[config.mk]
export PLATFORM = sky130hd
export DESIGN_NAME = iob_ethmac_arbiter
export DESIGN_NICKNAME = d
export VERILOG_FILES = /design/src/rtl/iob_ethmac_arbiter.sv
export SDC_FILE = /design/constraint.sdc
export NUM_CORES = 1
export LEC_CHECK = 0
export BUFFER_PORTS_ARGS = -buffer_cell sky130_fd_sc_hd__buf_2
export CORE_AREA = 5 5 117 119
export CTS_BUF_LIST = sky130_fd_sc_hd__clkbuf_16
export DETAILED_ROUTE_END_ITERATION = 10
export DIE_AREA = 0 0 122 124
export GPL_TIMING_DRIVEN = 0
export REMOVE_ABC_BUFFERS = 1
export SETUP_SLACK_MARGIN = 0.1
export SYNTH_ARGS = -nofsm -noshare
export SYNTH_HDL_FRONTEND = slang
export SYNTH_SLANG_ARGS = --single-unit
[constraint.sdc]
create_clock -name clk_i -period 1.65 [get_ports clk_i]
set_clock_uncertainty 0.15 [all_clocks]
set_input_delay 0.165 -clock clk_i [delete_from_list [all_inputs] [get_ports clk_i]]
set_output_delay 0.165 -clock clk_i [all_outputs]
set_load 0.01 [all_outputs]
[src/rtl/iob_ethmac_arbiter.sv]
`default_nettype none
//==============================================================================
// Module      : iob_ethmac_arbiter
// Description : Round-robin arbiter that lets two IOb requesters share one
//               downstream IOb master port. Only one transaction is in flight
//               at a time. A slave that does not answer within TIMEOUT busy
//               cycles is aborted, and the requester gets an error response.
// Revision    : 1.0 - initial release
//==============================================================================
module iob_ethmac_arbiter #(
    parameter int unsigned ADDR_W    = 32,
    parameter int unsigned DATA_W    = 32,
    parameter int unsigned TIMEOUT_W = 8,
    parameter int unsigned TIMEOUT   = 255
) (
    input  logic                  clk_i,
    input  logic                  arst_n_i,
    // requester 0 (TX descriptor / DMA fetch)
    input  logic                  r0_valid_i,
    input  logic [ADDR_W-1:0]     r0_addr_i,
    input  logic [DATA_W-1:0]     r0_wdata_i,
    input  logic [DATA_W/8-1:0]   r0_wstrb_i,
    output logic [DATA_W-1:0]     r0_rdata_o,
    output logic                  r0_ready_o,
    output logic                  r0_err_o,
    // requester 1 (RX DMA write)
    input  logic                  r1_valid_i,
    input  logic [ADDR_W-1:0]     r1_addr_i,
    input  logic [DATA_W-1:0]     r1_wdata_i,
    input  logic [DATA_W/8-1:0]   r1_wstrb_i,
    output logic [DATA_W-1:0]     r1_rdata_o,
    output logic                  r1_ready_o,
    output logic                  r1_err_o,
    // shared downstream port
    output logic                  m_valid_o,
    output logic [ADDR_W-1:0]     m_addr_o,
    output logic [DATA_W-1:0]     m_wdata_o,
    output logic [DATA_W/8-1:0]   m_wstrb_o,
    input  logic [DATA_W-1:0]     m_rdata_i,
    input  logic                  m_ready_i,
    input  logic                  m_err_i,
    // status
    output logic [1:0]            grant_o,
    output logic                  timeout_o
);

    localparam int unsigned STRB_W = DATA_W / 8;

    // Terminal count: the abort fires when tcnt reaches TIMEOUT-1 during a
    // busy cycle, i.e. on the TIMEOUT-th busy cycle.
    localparam logic [TIMEOUT_W-1:0] C_TLIM = (TIMEOUT == 0) ? '0 : TIMEOUT_W'(TIMEOUT - 1);
    localparam logic [TIMEOUT_W-1:0] C_TMAX = '1;
    localparam logic                 C_TMO_EN = (TIMEOUT != 0);

    typedef enum logic [0:0] {
        S_IDLE = 1'b0,
        S_BUSY = 1'b1
    } state_t;

    state_t               r_state;
    state_t               w_state_nxt;
    logic [1:0]           r_grant;
    logic [1:0]           w_grant_nxt;
    logic                 r_prio;
    logic                 w_prio_nxt;
    logic [TIMEOUT_W-1:0] r_tcnt;
    logic [TIMEOUT_W-1:0] w_tcnt_nxt;

    logic                 w_busy;
    logic                 w_done;
    logic                 w_abort;
    logic                 w_end;

    assign w_busy  = (r_state == S_BUSY);
    assign w_done  = w_busy & m_ready_i;
    // A completion in the same cycle as the terminal count takes precedence.
    assign w_abort = C_TMO_EN & w_busy & ~m_ready_i & (r_tcnt == C_TLIM);
    assign w_end   = w_done | w_abort;

    // State, owner, priority and timeout counter registers.
    always_ff @(posedge clk_i or negedge arst_n_i) begin
        if (!arst_n_i) begin
            r_state <= S_IDLE;
            r_grant <= 2'b00;
            r_prio  <= 1'b0;
            r_tcnt  <= '0;
        end else begin
            r_state <= w_state_nxt;
            r_grant <= w_grant_nxt;
            r_prio  <= w_prio_nxt;
            r_tcnt  <= w_tcnt_nxt;
        end
    end

    // Arbitration in IDLE; completion / abort / counting in BUSY.
    always_comb begin
        w_state_nxt = r_state;
        w_grant_nxt = r_grant;
        w_prio_nxt  = r_prio;
        w_tcnt_nxt  = r_tcnt;
        case (r_state)
            S_IDLE: begin
                if (r0_valid_i && (!r1_valid_i || !r_prio)) begin
                    w_grant_nxt = 2'b01;
                    w_state_nxt = S_BUSY;
                    w_tcnt_nxt  = '0;
                end else if (r1_valid_i) begin
                    w_grant_nxt = 2'b10;
                    w_state_nxt = S_BUSY;
                    w_tcnt_nxt  = '0;
                end
            end
            S_BUSY: begin
                if (w_end) begin
                    w_state_nxt = S_IDLE;
                    w_grant_nxt = 2'b00;
                    // Favour whichever requester was not just served.
                    w_prio_nxt  = r_grant[0];
                end else if (r_tcnt != C_TMAX) begin
                    w_tcnt_nxt  = r_tcnt + 1'b1;
                end
            end
            default: begin
                w_state_nxt = S_IDLE;
                w_grant_nxt = 2'b00;
            end
        endcase
    end

    // Downstream request muxed from the owner; zero when nobody owns the port.
    always_comb begin
        m_valid_o = w_busy;
        m_addr_o  = '0;
        m_wdata_o = '0;
        m_wstrb_o = '0;
        if (r_grant[0]) begin
            m_addr_o  = r0_addr_i;
            m_wdata_o = r0_wdata_i;
            m_wstrb_o = r0_wstrb_i;
        end else if (r_grant[1]) begin
            m_addr_o  = r1_addr_i;
            m_wdata_o = r1_wdata_i;
            m_wstrb_o = r1_wstrb_i;
        end
    end

    // Responses route only to the owner; an abort returns err=1 and rdata=0.
    always_comb begin
        r0_ready_o = r_grant[0] & w_end;
        r1_ready_o = r_grant[1] & w_end;
        r0_err_o   = r_grant[0] & (w_done ? m_err_i : w_abort);
        r1_err_o   = r_grant[1] & (w_done ? m_err_i : w_abort);
        r0_rdata_o = (r_grant[0] & w_done) ? m_rdata_i : '0;
        r1_rdata_o = (r_grant[1] & w_done) ? m_rdata_i : '0;
        grant_o    = r_grant;
        timeout_o  = w_abort;
    end

    logic [STRB_W-1:0] w_strb_unused;
    assign w_strb_unused = '0;

endmodule
`default_nettype wire

After elaboration in Yosys (flattened, before gate mapping)
Cells that the tools add are included.
{ "word_totals": {"reg_bits": 12, "latchBits": 0, "mem_bits_rw": 0, "rom_bits": 0, "out_inout_bits": 140, "n_memories": 0} }
{ "op_classes": {"add_sub_neg": 1, "mul": 0, "div_mod_pow": 0, "magnitude_cmp": 0, "eq_ne": 6, "shifts": 0, "mux": 22, "bitwise": 12, "reduce_logical": 7} }
{ "ops": {"columns": ["operator", "n"], "rows": [
  ["$mux W32", 6],
  ["$mux W8", 4],
  ["$pmux W8 S2", 1],
  ["$and A1 B1 Y1", 9],
  ["$add A8 B1 Y8 const B", 1],
  ["$eq A8 B8 Y1 const B", 1],
  ["$mux W4", 2],
  ["$ne A8 B8 Y1 const B", 1],
  ["$mux W2", 3],
  ["$mux W1", 4],
  ["$ne A2 B1 Y1 const B", 2],
  ["$pmux W2 S2", 1],
  ["$reduce_and A2 Y1", 2],
  ["$ne A3 B3 Y1 const B", 1],
  ["$reduce_and A3 Y1", 1],
  ["$logic_not A1 Y1", 2],
  ["$ne A2 B2 Y1 const B", 1],
  ["$not A1 Y1", 2],
  ["$pmux W1 S2", 1],
  ["$logic_and A1 B1 Y1", 1],
  ["$logic_or A1 B1 Y1", 1],
  ["$or A1 B1 Y1", 1]
]} }

Logic depth before layout (Yosys ltp)
{ "logic_depth": {"word_depth": 6, "mapped_depth": 6, "ltp_nobuf": 6} }

Least setup slack after synthesis
OpenSTA, ideal clock, no wires.
{ "synth_timing": {"kind": "reg2reg", "start": "reg r_tcnt[0]", "end": "reg r_tcnt[1]", "t_arrival_ps": 1520, "required_ps": 1375, "setup_slack_ps": -145, "path_stages_with_launch": 7, "path_buffers": 0, "path_cell_list": "dfrtp_1 -> inv_1 -> ha_1 -> nor2b_1 -> o21ai_0 -> o31ai_4 -> mux2_4"} }
{ "synth_via": {"elab_chain_len": 5} }
{ "synth_lines": {"columns": ["item", "line_no", "source"], "rows": [
  ["start: declaration", "66", "logic [TIMEOUT_W-1:0] r_tcnt;"],
  ["start signal: assignment", "91", "r_tcnt <= w_tcnt_nxt;"],
  ["branches (longest 5 deep; another with $add A8 B1 Y8)", null, null]
]} }
Parallel ways; which one is timed is not known. The select of a mux whose other input is x is not followed.
A chain may end at the register's enable or synchronous reset.

Worst setup path after layout
{ "layout_timing": {"start": "reg r_tcnt[0]", "end": "out r1_err_o"} }
{ "layout_via": {"elab_chain_len": 4} }
{ "layout_lines": {"columns": ["item", "line_no", "source"], "rows": [
  ["$eq A8 B8 Y1", "77", "assign w_abort = C_TMO_EN & w_busy & ~m_ready_i & (r_tcnt == C_TLIM);"],
  ["$and A1 B1 Y1", "77", null],
  ["$mux W1", "152", "r1_err_o = r_grant[1] & (w_done ? m_err_i : w_abort);"],
  ["$and A1 B1 Y1", "152", null],
  ["end: declaration", "33", "output logic r1_err_o,"]
]} }
Every way passes these cells.

==> results.cfg <==
[yosys]
synth.most_common_cell = a22o_1
netlist_instances = 233
yosysTopAreaCellShare_pct = 32.2
post_synth.cell_area_avg_um2 = 8.04
synth-xor-area-share_pct = 0
synth_top_family_by_area = compound AO/OA/AOI/OAI gates
ys_warn_count = 0
yosys_register_bits = 12
yosys-top-cells-count = 69 x a22o_1, 66 x and2_1, 18 x clkbuf_1
synthAdderAreaFrac_pct = 1.34
synth_compound_area_share_pct = 40.3
post_synth_num_cell_types = 38
netlist_area_um2 = 1870
synth_edf_count = 0
synth-main-ff-cell = dfrtp_1
synthMuxAreaShare_pct = 3.14
synth_area_leaders = a22o_1 32%, and2_1 22%, dfrtp_1 16%
async_flop_share_pct = 100
ys_seq_area_share_pct = 16.0
yosys.area.top_type = a22o_1
yosys.area_share.simple_pct = 33.2

[sta]
worst_pin_slew_ns = 0.490
fin_setup_tns_ns = -17.30
holdWs_ns = 0.127
maxSlewViolCount = 0
max_freq_mhz = 533
layout_setup_ws_ns = -0.226
fin_crit_sh_pct = 114
relSlewSlack_pct = 67.4
finalSetupViolations = 141
rsz0062_at_grt = true
hold_viol = 0
finalCriticalPeriod_ns = 1.88

[setup_path]
r2r_start = r_tcnt[0]
r2r_cells = 8
cp-end-kind = primary output
r2r_slack_ns = -0.22
arrival_ns = 1.56
crit_end = r1_err_o
cp-startpoint = r_tcnt[0]
worstReg2RegEnd = r_tcnt[3]
crit_fanout = 4
cpLargestDelayFamily = flip-flops
crit_type = reg2out
crit_required_ns = 1.33
crit_cells = 7
crit_chain = inv_2 -> ha_4 -> inv_2 -> nor3_4 -> mux2_4 -> nor2b_4 -> buf_6
crit_buf_inv = 3
slowest_delay_ns = 0.39
crit_top_cell = inv_2
start_kind = register
slowest_stage = dfrtp_1

[global_route]
antenna_found_initial = 19
grt_pass1_vias = 3283
grt_max_degree = 22
grt_use_total_pct = 18.4
grt_pass1_wl_um = 20800
grt_overflow_total = 0

[routing]
vias = 3538
viasPerCell = 4.59
postRouteWirelength_um = 16800
first_pass_iters = 4
wl_per_cell_um = 21.8
dr.first_iter.drc_count = 157
ant_nets = 0
remaining_drc_errors = 0

[floorplanning]
io_pins = 314
die-area_um2 = 15100
fp.dieW_um = 122
start_util_pct = 15.0
core_area_um2 = 12500
rows = 41
die_h_um = 124

[power_and_ir_drop]
p_leak_nw = 2.89
irDropWorstVdd_v = 0.000636
powerDensity_nw_per_um2 = 708
p_total_mw = 3.78

[place]
dp_cells = 696
gp_congestion = 0.774
io_buffers = 313
place_hpwl_um = 11000
post_dp_cell_area_um2 = 3610

[cts]
cts-root-buf = clkbuf_16
path_clk_slew_ns = 0.05
clock_sinks = 12
htree_num_levels = 1
cts_buffers = 3
cts_tree = done
clk_latency_ns = 0.24
clockBufferDepth = 2

[outcome]
status = finished, violations left
violations = negative setup slack

[final_layout]
drive_above_1_share_pct = 79.7
area_growth_pct = 185
nets = 772
stdcell_count = 771
nFillCells = 1206
fin_area_um2 = 5340

[worst_hold_path]
hp-class = in2reg

[flow_run]
drv_cap = 0
[registers in the layout, summed over array words and instances, names as in the netlist]
signal and cells:
grant_o 2, r_tcnt 8, m_valid_o 1, r_prio 1
[worst reg2reg max path: stages, from the launching register on]
cell and delay, ns:
dfrtp_1 0.39, buf_4 0.15, buf_6 0.11, buf_4 0.13, ha_4 0.17, o21ai_4 0.14, o31ai_4 0.08, buf_4 0.16
a211o_1 0.28
[power breakdown]
group	total (mW)	internal (mW)	switching, mW
Combinational	2.88	1.64	1.24
Sequential	0.446	0.368	0.0781
Clock	0.449	0.319	0.130
[per-stage QoR]
stage / setup slack, ns / util, %
4_1_cts: -0.230 / 38.4
6_report: -0.226 / 42.8
3_3_place_gp: -4.03 / 28.5
3_5_place_dp: -0.820 / 28.9
5_1_grt: -0.299 / 42.8
2_1_floorplan: -2.44 / -
[layout make-up]
class	count	area [um^2]	area share [%]
Sequential cell	12	313	5.86
Clock inverter	1	3.75	0.0704
Antenna cell	4	10.0	0.188
Clock buffer	3	75.1	1.41
Tap cell	172	215	4.03
Timing Repair Buffer	376	2900	54.3
Inverter	4	17.5	0.328
Multi-Input combinational cell	199	1800	33.8
[worst min-delay path by stage]
stage                    start         end  slack (ns)  cells past startpoint
floorplan             arst_n_i  grant_o[0]       -0.28                      0
global placement      arst_n_i   r_tcnt[2]       -0.09                      1
detailed placement    arst_n_i   r_tcnt[5]       -0.08                      1
CTS                 r1_valid_i   m_valid_o        0.10                      3
global route        r1_valid_i  grant_o[0]        0.14                      3
finish              r1_valid_i   m_valid_o        0.13                      3
[placed cells by master, fill, tap and decap left out, types with 2 or more instances in the layout]
master / count
diode_2: 4
a21oi_1: 2
dfrtp_4: 2
mux2_4: 3
and2_4: 56
nor2_4: 2
o32ai_1: 2
ha_4: 2
and3_1: 2
buf_12: 10
buf_8: 2
dfrtp_1: 6
a22o_1: 69
nor2b_4: 3
clkbuf_16: 4
nand2_1: 6
dfrtp_2: 4
nand3_1: 2
nor2_1: 5
buf_4: 24
buf_16: 8
nand4_1: 2
inv_2: 2
buf_2: 244
buf_6: 84
bufbuf_16: 2
and2_1: 10
and3_4: 7
a211o_1: 3
[cells by family (layout without fill, tap and decap cells)]
logic type	Yosys count	in the layout
multiplexers	5	5
AND/OR/NAND/NOR	99	105
AO/OA/AOI/OAI	87	87
flip-flops	12	12
adder cells (fa/ha/maj)	2	2
other	0	4
buffers and inverters	28	384
[layer usage]
layer,part of all wire [%],global-route usage [%],up-vias
li1,-,-,1628
met1,38,22.5,1647
met2,46,29.7,199
met3,14,10.7,34
met4,0.49,0.630,30
met5,1.0,0,-
[repair_timing]
action,4_1_cts,5_1_grt
cloned,15,2
setup endpoints to repair,149,147
pin swaps,81,23
hold endpoints to repair,12,0
gates resized for setup,112,99
buffers inserted,42,10
hold buffers,1,0
(Power assumes the default switching activity.)
